**config.mk**
```make
export PLATFORM = sky130hd
export DESIGN_NAME = pattern_tx_1100_flat
export DESIGN_NICKNAME = d
export VERILOG_FILES = /design/src/rtl/fsm_1100_pkg.sv /design/src/rtl/pattern_tx_1100_if.sv /design/src/rtl/pat_piso.sv /design/src/rtl/pattern_tx_1100.sv /design/src/flat_wrapper.sv
export SDC_FILE = /design/constraint.sdc
export NUM_CORES = 1
export LEC_CHECK = 0
export ABC_AREA = 1
export BUFFER_PORTS_ARGS = -buffer_cell sky130_fd_sc_hd__clkbuf_2
export CAP_MARGIN = 20
export CORE_UTILIZATION = 40
export DETAILED_ROUTE_END_ITERATION = 7
export MAX_ROUTING_LAYER = met4
export SYNTH_ARGS = -nofsm -noshare
export SYNTH_HDL_FRONTEND = slang
export SYNTH_SLANG_ARGS = --single-unit
export TNS_END_PERCENT = 100
```
**constraint.sdc**
```tcl
create_clock -name clk -period 2.4 [get_ports clk]
set_clock_uncertainty 0.05 [all_clocks]
set_input_delay 0.12 -clock clk [delete_from_list [all_inputs] [get_ports clk]]
set_output_delay 0.12 -clock clk [all_outputs]
set_load 0.005 [all_outputs]
```
**src/rtl/fsm_1100_pkg.sv**
```systemverilog
// Definitions shared by the 1100 pattern source and its detector: the
// transmitter state encoding and the canonical 1100 pattern.
package fsm_1100_pkg;

    typedef enum logic [1:0] {
        IDLE,
        SEND,
        GAP,
        FINISH
    } tx_state_t;

    localparam logic [3:0] PAT_1100 = 4'b1100;

endpackage

```
**src/rtl/pattern_tx_1100_if.sv**
```systemverilog
// Control/status bundle of the serial pattern transmitter.
// The requester drives start/parameters; the transmitter drives the bit stream.
interface pattern_tx_1100_if #(
    parameter int PAT_W = 4,
    parameter int CNT_W = 8,
    parameter int GAP_W = 4
);
    logic             start;
    logic             abort;
    logic             use_default;
    logic [PAT_W-1:0] pattern;
    logic [CNT_W-1:0] repeat_cnt;
    logic [GAP_W-1:0] gap_len;
    logic             bit_out;
    logic             bit_valid;
    logic             busy;
    logic             done;

    modport master (
        output start, abort, use_default, pattern, repeat_cnt, gap_len,
        input  bit_out, bit_valid, busy, done
    );

    modport slave (
        input  start, abort, use_default, pattern, repeat_cnt, gap_len,
        output bit_out, bit_valid, busy, done
    );
endinterface

```
**src/rtl/pat_piso.sv**
```systemverilog
// Parallel-load, MSB-first shift register with a bit index and a last-bit flag.
// Zeros shift in from the bottom, so msb reads 0 once a whole pattern has left.
module pat_piso #(
    parameter int PAT_W = 4
) (
    input  logic             clk,
    input  logic             rst,
    input  logic             clr,
    input  logic             load,
    input  logic             shift,
    input  logic [PAT_W-1:0] d,
    output logic             msb,
    output logic             last
);
    localparam int IDX_W = (PAT_W > 1) ? $clog2(PAT_W) : 1;

    logic [PAT_W-1:0] shreg_reg;
    logic [PAT_W-1:0] shreg_next;
    logic [IDX_W-1:0] idx_reg;

    // Per bit: clear beats load, load beats shift.
    for (genvar gi = 0; gi < PAT_W; gi++) begin : g_bit
        logic shift_in;
        if (gi == 0) begin : g_lsb
            assign shift_in = 1'b0;
        end else begin : g_upper
            assign shift_in = shreg_reg[gi-1];
        end
        assign shreg_next[gi] = clr   ? 1'b0 :
                                load  ? d[gi] :
                                shift ? shift_in : shreg_reg[gi];
    end

    always_ff @(posedge clk or posedge rst) begin
        if (rst) begin
            shreg_reg <= '0;
            idx_reg   <= '0;
        end else begin
            shreg_reg <= shreg_next;
            if (clr || load) begin
                idx_reg <= '0;
            end else if (shift) begin
                idx_reg <= last ? '0 : idx_reg + 1'b1;
            end
        end
    end

    assign msb  = shreg_reg[PAT_W-1];
    assign last = (idx_reg == IDX_W'(PAT_W - 1));
endmodule

```
**src/rtl/pattern_tx_1100.sv**
```systemverilog
// Serial pattern transmitter: sends a latched pattern MSB-first a given number
// of times with idle gaps between repeats; source side of the 1100 detector.
module pattern_tx_1100
    import fsm_1100_pkg::*;
#(
    parameter int               PAT_W       = 4,
    parameter logic [PAT_W-1:0] PAT_DEFAULT = PAT_1100,
    parameter int               CNT_W       = 8,
    parameter int               GAP_W       = 4
) (
    input  logic              clk,
    input  logic              rst,
    pattern_tx_1100_if.slave  bus
);
    tx_state_t        state_reg, state_next;
    logic [PAT_W-1:0] pat_reg, pat_next;
    logic [CNT_W-1:0] rem_reg, rem_next;
    logic [GAP_W-1:0] gap_len_reg, gap_len_next;
    logic [GAP_W-1:0] gap_cnt_reg, gap_cnt_next;
    logic             valid_reg, busy_reg, done_reg;
    logic             sh_load, sh_shift, sh_clr, sh_last, sh_msb;
    logic [PAT_W-1:0] load_val;

    pat_piso #(.PAT_W(PAT_W)) u_piso (
        .clk   (clk),
        .rst   (rst),
        .clr   (sh_clr),
        .load  (sh_load),
        .shift (sh_shift),
        .d     (load_val),
        .msb   (sh_msb),
        .last  (sh_last)
    );

    always_comb begin
        state_next   = state_reg;
        pat_next     = pat_reg;
        rem_next     = rem_reg;
        gap_len_next = gap_len_reg;
        gap_cnt_next = gap_cnt_reg;
        sh_load      = 1'b0;
        sh_shift     = 1'b0;
        sh_clr       = 1'b0;
        load_val     = pat_reg;
        case (state_reg)
            IDLE: begin
                if (bus.start) begin
                    if (bus.repeat_cnt == '0) begin
                        state_next = FINISH;
                    end else begin
                        pat_next     = bus.use_default ? PAT_DEFAULT : bus.pattern;
                        rem_next     = bus.repeat_cnt;
                        gap_len_next = bus.gap_len;
                        load_val     = pat_next;
                        sh_load      = 1'b1;
                        state_next   = SEND;
                    end
                end
            end
            SEND: begin
                if (bus.abort) begin
                    sh_clr     = 1'b1;
                    state_next = IDLE;
                end else begin
                    sh_shift = 1'b1;
                    if (sh_last) begin
                        // Down-count and test for zero so a full-scale count never wraps.
                        rem_next = rem_reg - 1'b1;
                        if (rem_next == '0) begin
                            state_next = FINISH;
                        end else if (gap_len_reg == '0) begin
                            sh_load = 1'b1;
                        end else begin
                            gap_cnt_next = gap_len_reg;
                            state_next   = GAP;
                        end
                    end
                end
            end
            GAP: begin
                if (bus.abort) begin
                    sh_clr     = 1'b1;
                    state_next = IDLE;
                end else if (gap_cnt_reg == GAP_W'(1)) begin
                    gap_cnt_next = '0;
                    sh_load      = 1'b1;
                    state_next   = SEND;
                end else begin
                    gap_cnt_next = gap_cnt_reg - 1'b1;
                end
            end
            FINISH: state_next = IDLE;
            default: state_next = IDLE;
        endcase
    end

    // Status flags are registered from the next state so they line up with the shifter output.
    always_ff @(posedge clk or posedge rst) begin
        if (rst) begin
            state_reg   <= IDLE;
            pat_reg     <= '0;
            rem_reg     <= '0;
            gap_len_reg <= '0;
            gap_cnt_reg <= '0;
            valid_reg   <= 1'b0;
            busy_reg    <= 1'b0;
            done_reg    <= 1'b0;
        end else begin
            state_reg   <= state_next;
            pat_reg     <= pat_next;
            rem_reg     <= rem_next;
            gap_len_reg <= gap_len_next;
            gap_cnt_reg <= gap_cnt_next;
            valid_reg   <= (state_next == SEND);
            busy_reg    <= (state_next == SEND) || (state_next == GAP);
            done_reg    <= (state_next == FINISH);
        end
    end

    assign bus.bit_out   = sh_msb;
    assign bus.bit_valid = valid_reg;
    assign bus.busy      = busy_reg;
    assign bus.done      = done_reg;
endmodule

```
**src/flat_wrapper.sv**
```systemverilog
// flat-port wrapper written by rule: the top's interface ports become plain ports
module pattern_tx_1100_flat import fsm_1100_pkg::*;
#(
    parameter int               PAT_W       = 4,
    parameter logic [PAT_W-1:0] PAT_DEFAULT = PAT_1100,
    parameter int               CNT_W       = 8,
    parameter int               GAP_W       = 4
)
  (clk, rst, bus_start, bus_abort, bus_use_default, bus_pattern, bus_repeat_cnt, bus_gap_len, bus_bit_out, bus_bit_valid, bus_busy, bus_done);
  pattern_tx_1100_if #(.PAT_W(PAT_W), .CNT_W(CNT_W), .GAP_W(GAP_W)) bus_i ();
  input  logic clk;
  input  logic rst;
  input wire logic [$bits(bus_i.start)-1:0] bus_start;
  input wire logic [$bits(bus_i.abort)-1:0] bus_abort;
  input wire logic [$bits(bus_i.use_default)-1:0] bus_use_default;
  input wire logic [$bits(bus_i.pattern)-1:0] bus_pattern;
  input wire logic [$bits(bus_i.repeat_cnt)-1:0] bus_repeat_cnt;
  input wire logic [$bits(bus_i.gap_len)-1:0] bus_gap_len;
  output wire logic [$bits(bus_i.bit_out)-1:0] bus_bit_out;
  output wire logic [$bits(bus_i.bit_valid)-1:0] bus_bit_valid;
  output wire logic [$bits(bus_i.busy)-1:0] bus_busy;
  output wire logic [$bits(bus_i.done)-1:0] bus_done;
  assign bus_i.start = bus_start;
  assign bus_i.abort = bus_abort;
  assign bus_i.use_default = bus_use_default;
  assign bus_i.pattern = bus_pattern;
  assign bus_i.repeat_cnt = bus_repeat_cnt;
  assign bus_i.gap_len = bus_gap_len;
  assign bus_bit_out = bus_i.bit_out;
  assign bus_bit_valid = bus_i.bit_valid;
  assign bus_busy = bus_i.busy;
  assign bus_done = bus_i.done;
  pattern_tx_1100 #(.PAT_W(PAT_W), .PAT_DEFAULT(PAT_DEFAULT), .CNT_W(CNT_W), .GAP_W(GAP_W)) u_core (.clk(clk), .rst(rst), .bus(bus_i));
endmodule
```
==> summary.txt <==
Floorplan
  • Horiz. Die Dim: 72.95 um
  • Starting Density: between 40% and 50%
  • # rows: 25
  • Ports: 25
  • Die area: 0.005321 mm^2
  • Chip height: around 73 um
  • Core ar.: 0.004786 mm^2

Clock tree
  • Sink Count: 31
  • Reg clk slew, reported paths: 60 ps
  • Clock root cell: clkbuf_8
  • CTS tree: done
  • Post-CTS setup buffers: 0
  • Clock buffer depth: 2
  • Skew-Pair Late Insertion Delay: 280 ps
  • H-tree levels: 2
  • Cts bufs inserted: 5

Final layout
  • Area Overhead vs Synth: 15.85%
  • Layout cells sized above 1: between 20% and 30%
  • Util after Layout: 48.73%
  • # diodes: 0
  • Max FFs per register: 8
  • Layout Nets: 306
  • # fillers: 474

Logic synthesis
  • Ys flop type: dfrtp_1
  • Gate Count Post-Synth: between 200 and 250
  • Syn avg cell area: 8.319 um^2
  • EDFF count, synth: 0
  • Synth cell types: 34
  • Commonest cells in the synthesized netlist: nand2_1 (48), dfrtp_1 (31), inv_1 (30)
  • Register bit count reported by yosys: 31
  • Asr flop ratio synth: 100.0%
  • Synth top area cells: dfrtp_1 (39%), nand2_1 (8.9%), ha_1 (7.5%)
  • Mapped Nets: 275
  • Top-count cell post-synth: nand2_1
  • Post-synth top area share: 38.53%
  • Area leader, netlist: dfrtp_1
  • Mapped Area: just over 0.002 mm^2
  • Synth Warn #: 0
  • Post-synthesis sequential area ratio: about two fifths

Place
  • Final GP Congestion: between 0.7 and 0.8
  • Port Buffers: 24
  • Final HPWL DP: just under 3 mm

Critical path
  • Reg-to-reg startpoint: u_core.rem_reg[0]
  • Reg2Reg Depth: 14
  • WP data required: 2570 ps
  • Worst Path Arrival: around 2300 ps
  • Worst Path Max Fanout: 6
  • Worst reg2reg path endpoint: u_core.bus.busy
  • Crit path capture type: flop
  • R2R Setup Slk: 260 ps
  • Critical path class: flop to flop
  • CP startpoint kind: flop

Global route
  • Largest net degree at the start of global routing: 32
  • Busiest metal layer after global routing: met2
  • Vias in the first global route: roughly 1500
  • First-pass GRT wire length: about 6.7 mm
  • Met3 Resource Use GR: roughly 3.7%
  • Met2 usage: 26.06%
  • GRT met1 Usage: about 23%
  • Total GRT Usage: 17.31%
  • Initial antenna violation count: 0
  • Global route overflow: 0

Route
  • ANT nets after route: 0
  • Number of DRC markers in iteration 0: 105
  • Post-Route WL: between 3 and 4 mm
  • Pre-antenna DRT Iters: 4
  • Vias/cell: 4.704
  • Post-DR wirelength/cell: approximately 11 um
  • DRC viols: 0
  • DR vias: about 1600

STA
  • Hold slack: about 19 ps
  • Slew Viols, Final: 0
  • Setup violators final: 0
  • Fmax: 0.4678 GHz
  • Final Cycle Share: between 80 and 90%
  • Tightest Pin Transition: a little over 400 ps
  • Period minus WS final: between 2000 and 2500 ps
  • Setup TNS: 0 ps
  • Slew HR: between 70 and 80%
  • Fin. Hold Viols: 0
  • RSZ-0062 raised after global routing: no

Run
  • Max-cap violation count: 0

Pwr
  • Post-layout power: 2.895 mW
  • Pwr per Cell Area: between 1000 and 1500 mW/mm^2
  • Leakage: 1.136 nW
  • Worst VDD drop: ~0.00049 V

Outcome
  • Status: finished, final reports clean

Hold path
  • Hold Startpoint: bus_gap_len[1]
  • Hold EP: u_core.gap_len_reg[1]
  • Hold Path Depth: 2
  • Worst hold-check path type: input pin to flop
## worst max-delay path, cell delays in order (launching register included)
cell and delay [ps]:
dfrtp_1 400, inv_2 110, ha_1 220, nand2_4 80, nor2_4 120, nand2_2 60
nand2_2 80, nand2_4 50, nor2_4 110, nand2_4 80, o21ai_1 120, nand3_1 100
a21oi_2 200, ha_1 250, inv_1 50
## cells by family after synthesis
kind of cell	after synthesis	share of synthesized area, %
fa+ha+maj	12	7.458
simple gates	112	31.39
flops	31	38.53
xor+xnor	3	1.305
mux	1	0.5593
buf+inv	38	7.334
compound gates	45	13.42
## worst max-delay path by stage
stage                            startpoint               to  slack (ps)  cells after the start
after floorplan           u_core.rem_reg[0]  u_core.bus.busy         370                     14
after global placement    u_core.rem_reg[0]  u_core.bus.busy         250                     14
after detailed placement  u_core.rem_reg[0]  u_core.bus.busy         200                     14
after CTS                 u_core.rem_reg[0]  u_core.bus.busy         190                     14
after global routing      u_core.rem_reg[0]  u_core.bus.busy          60                     14
final                     u_core.rem_reg[0]  u_core.bus.busy         260                     14
## report_power, final
group	total [mW]	leakage (nW)	internal [mW]	switching, mW
Clock	0.448	0.0515	0.261	0.187
Combinational	1.50	0.702	0.551	0.954
Sequential	0.942	0.383	0.760	0.182
Total	2.89	1.14	1.57	1.32
## repair_timing
item                                    in CTS  in global routing
resized for setup                            0                  1
endpoints found under the setup margin       0                  1
hold buffers                                 1                  0
endpoints found under the hold margin       31                  0
## layout by cell type, fill, tap and decap left out, drive strengths merged, types with 2 or more instances in the layout
master / netlist / final
nand3: 15 / 15
nor3: 2 / 2
ha: 12 / 12
buf: 2 / 2
o22ai: 4 / 4
xor2: 2 / 2
nand2: 61 / 61
nor2: 24 / 24
dfrtp: 31 / 31
o211ai: 6 / 6
clkbuf: 1 / 32
o21ai: 24 / 24
or2: 2 / 2
a21oi: 10 / 10
nand4: 6 / 6
inv: 35 / 35
## layer usage
| layer | vias to the layer above | share of wire, % |
|---|---|---|
| met5 | - | 0 |
| met4 | 0 | 1.8 |
| met3 | 6 | 4.2 |
| met2 | 26 | 45 |
| met1 | 720 | 49 |
| li1 | 852 | - |
## cell type report
type | count | area [um^2] | area share, %
Inverter | 35 | 133.9 | 5.740
Sequential cell | 31 | 775.7 | 33.26
Clock buffer | 8 | 100.1 | 4.292
Tap cell | 67 | 83.83 | 3.594
Timing Repair Buffer | 27 | 145.1 | 6.223
Multi-Input combinational cell | 173 | 1094 | 46.89
## through the flow
stage                     cell area (um^2)  setup slack, ps  cells
final                                 2332            262.2    341
after global routing                  2332            55.08    341
after CTS                             2328            185.2    341
after detailed placement              2218            196.8    332
after global placement                2218            250.8    332
after floorplan                       2013            373.5    242
Note: power is estimated with default switching activity, not from simulation.
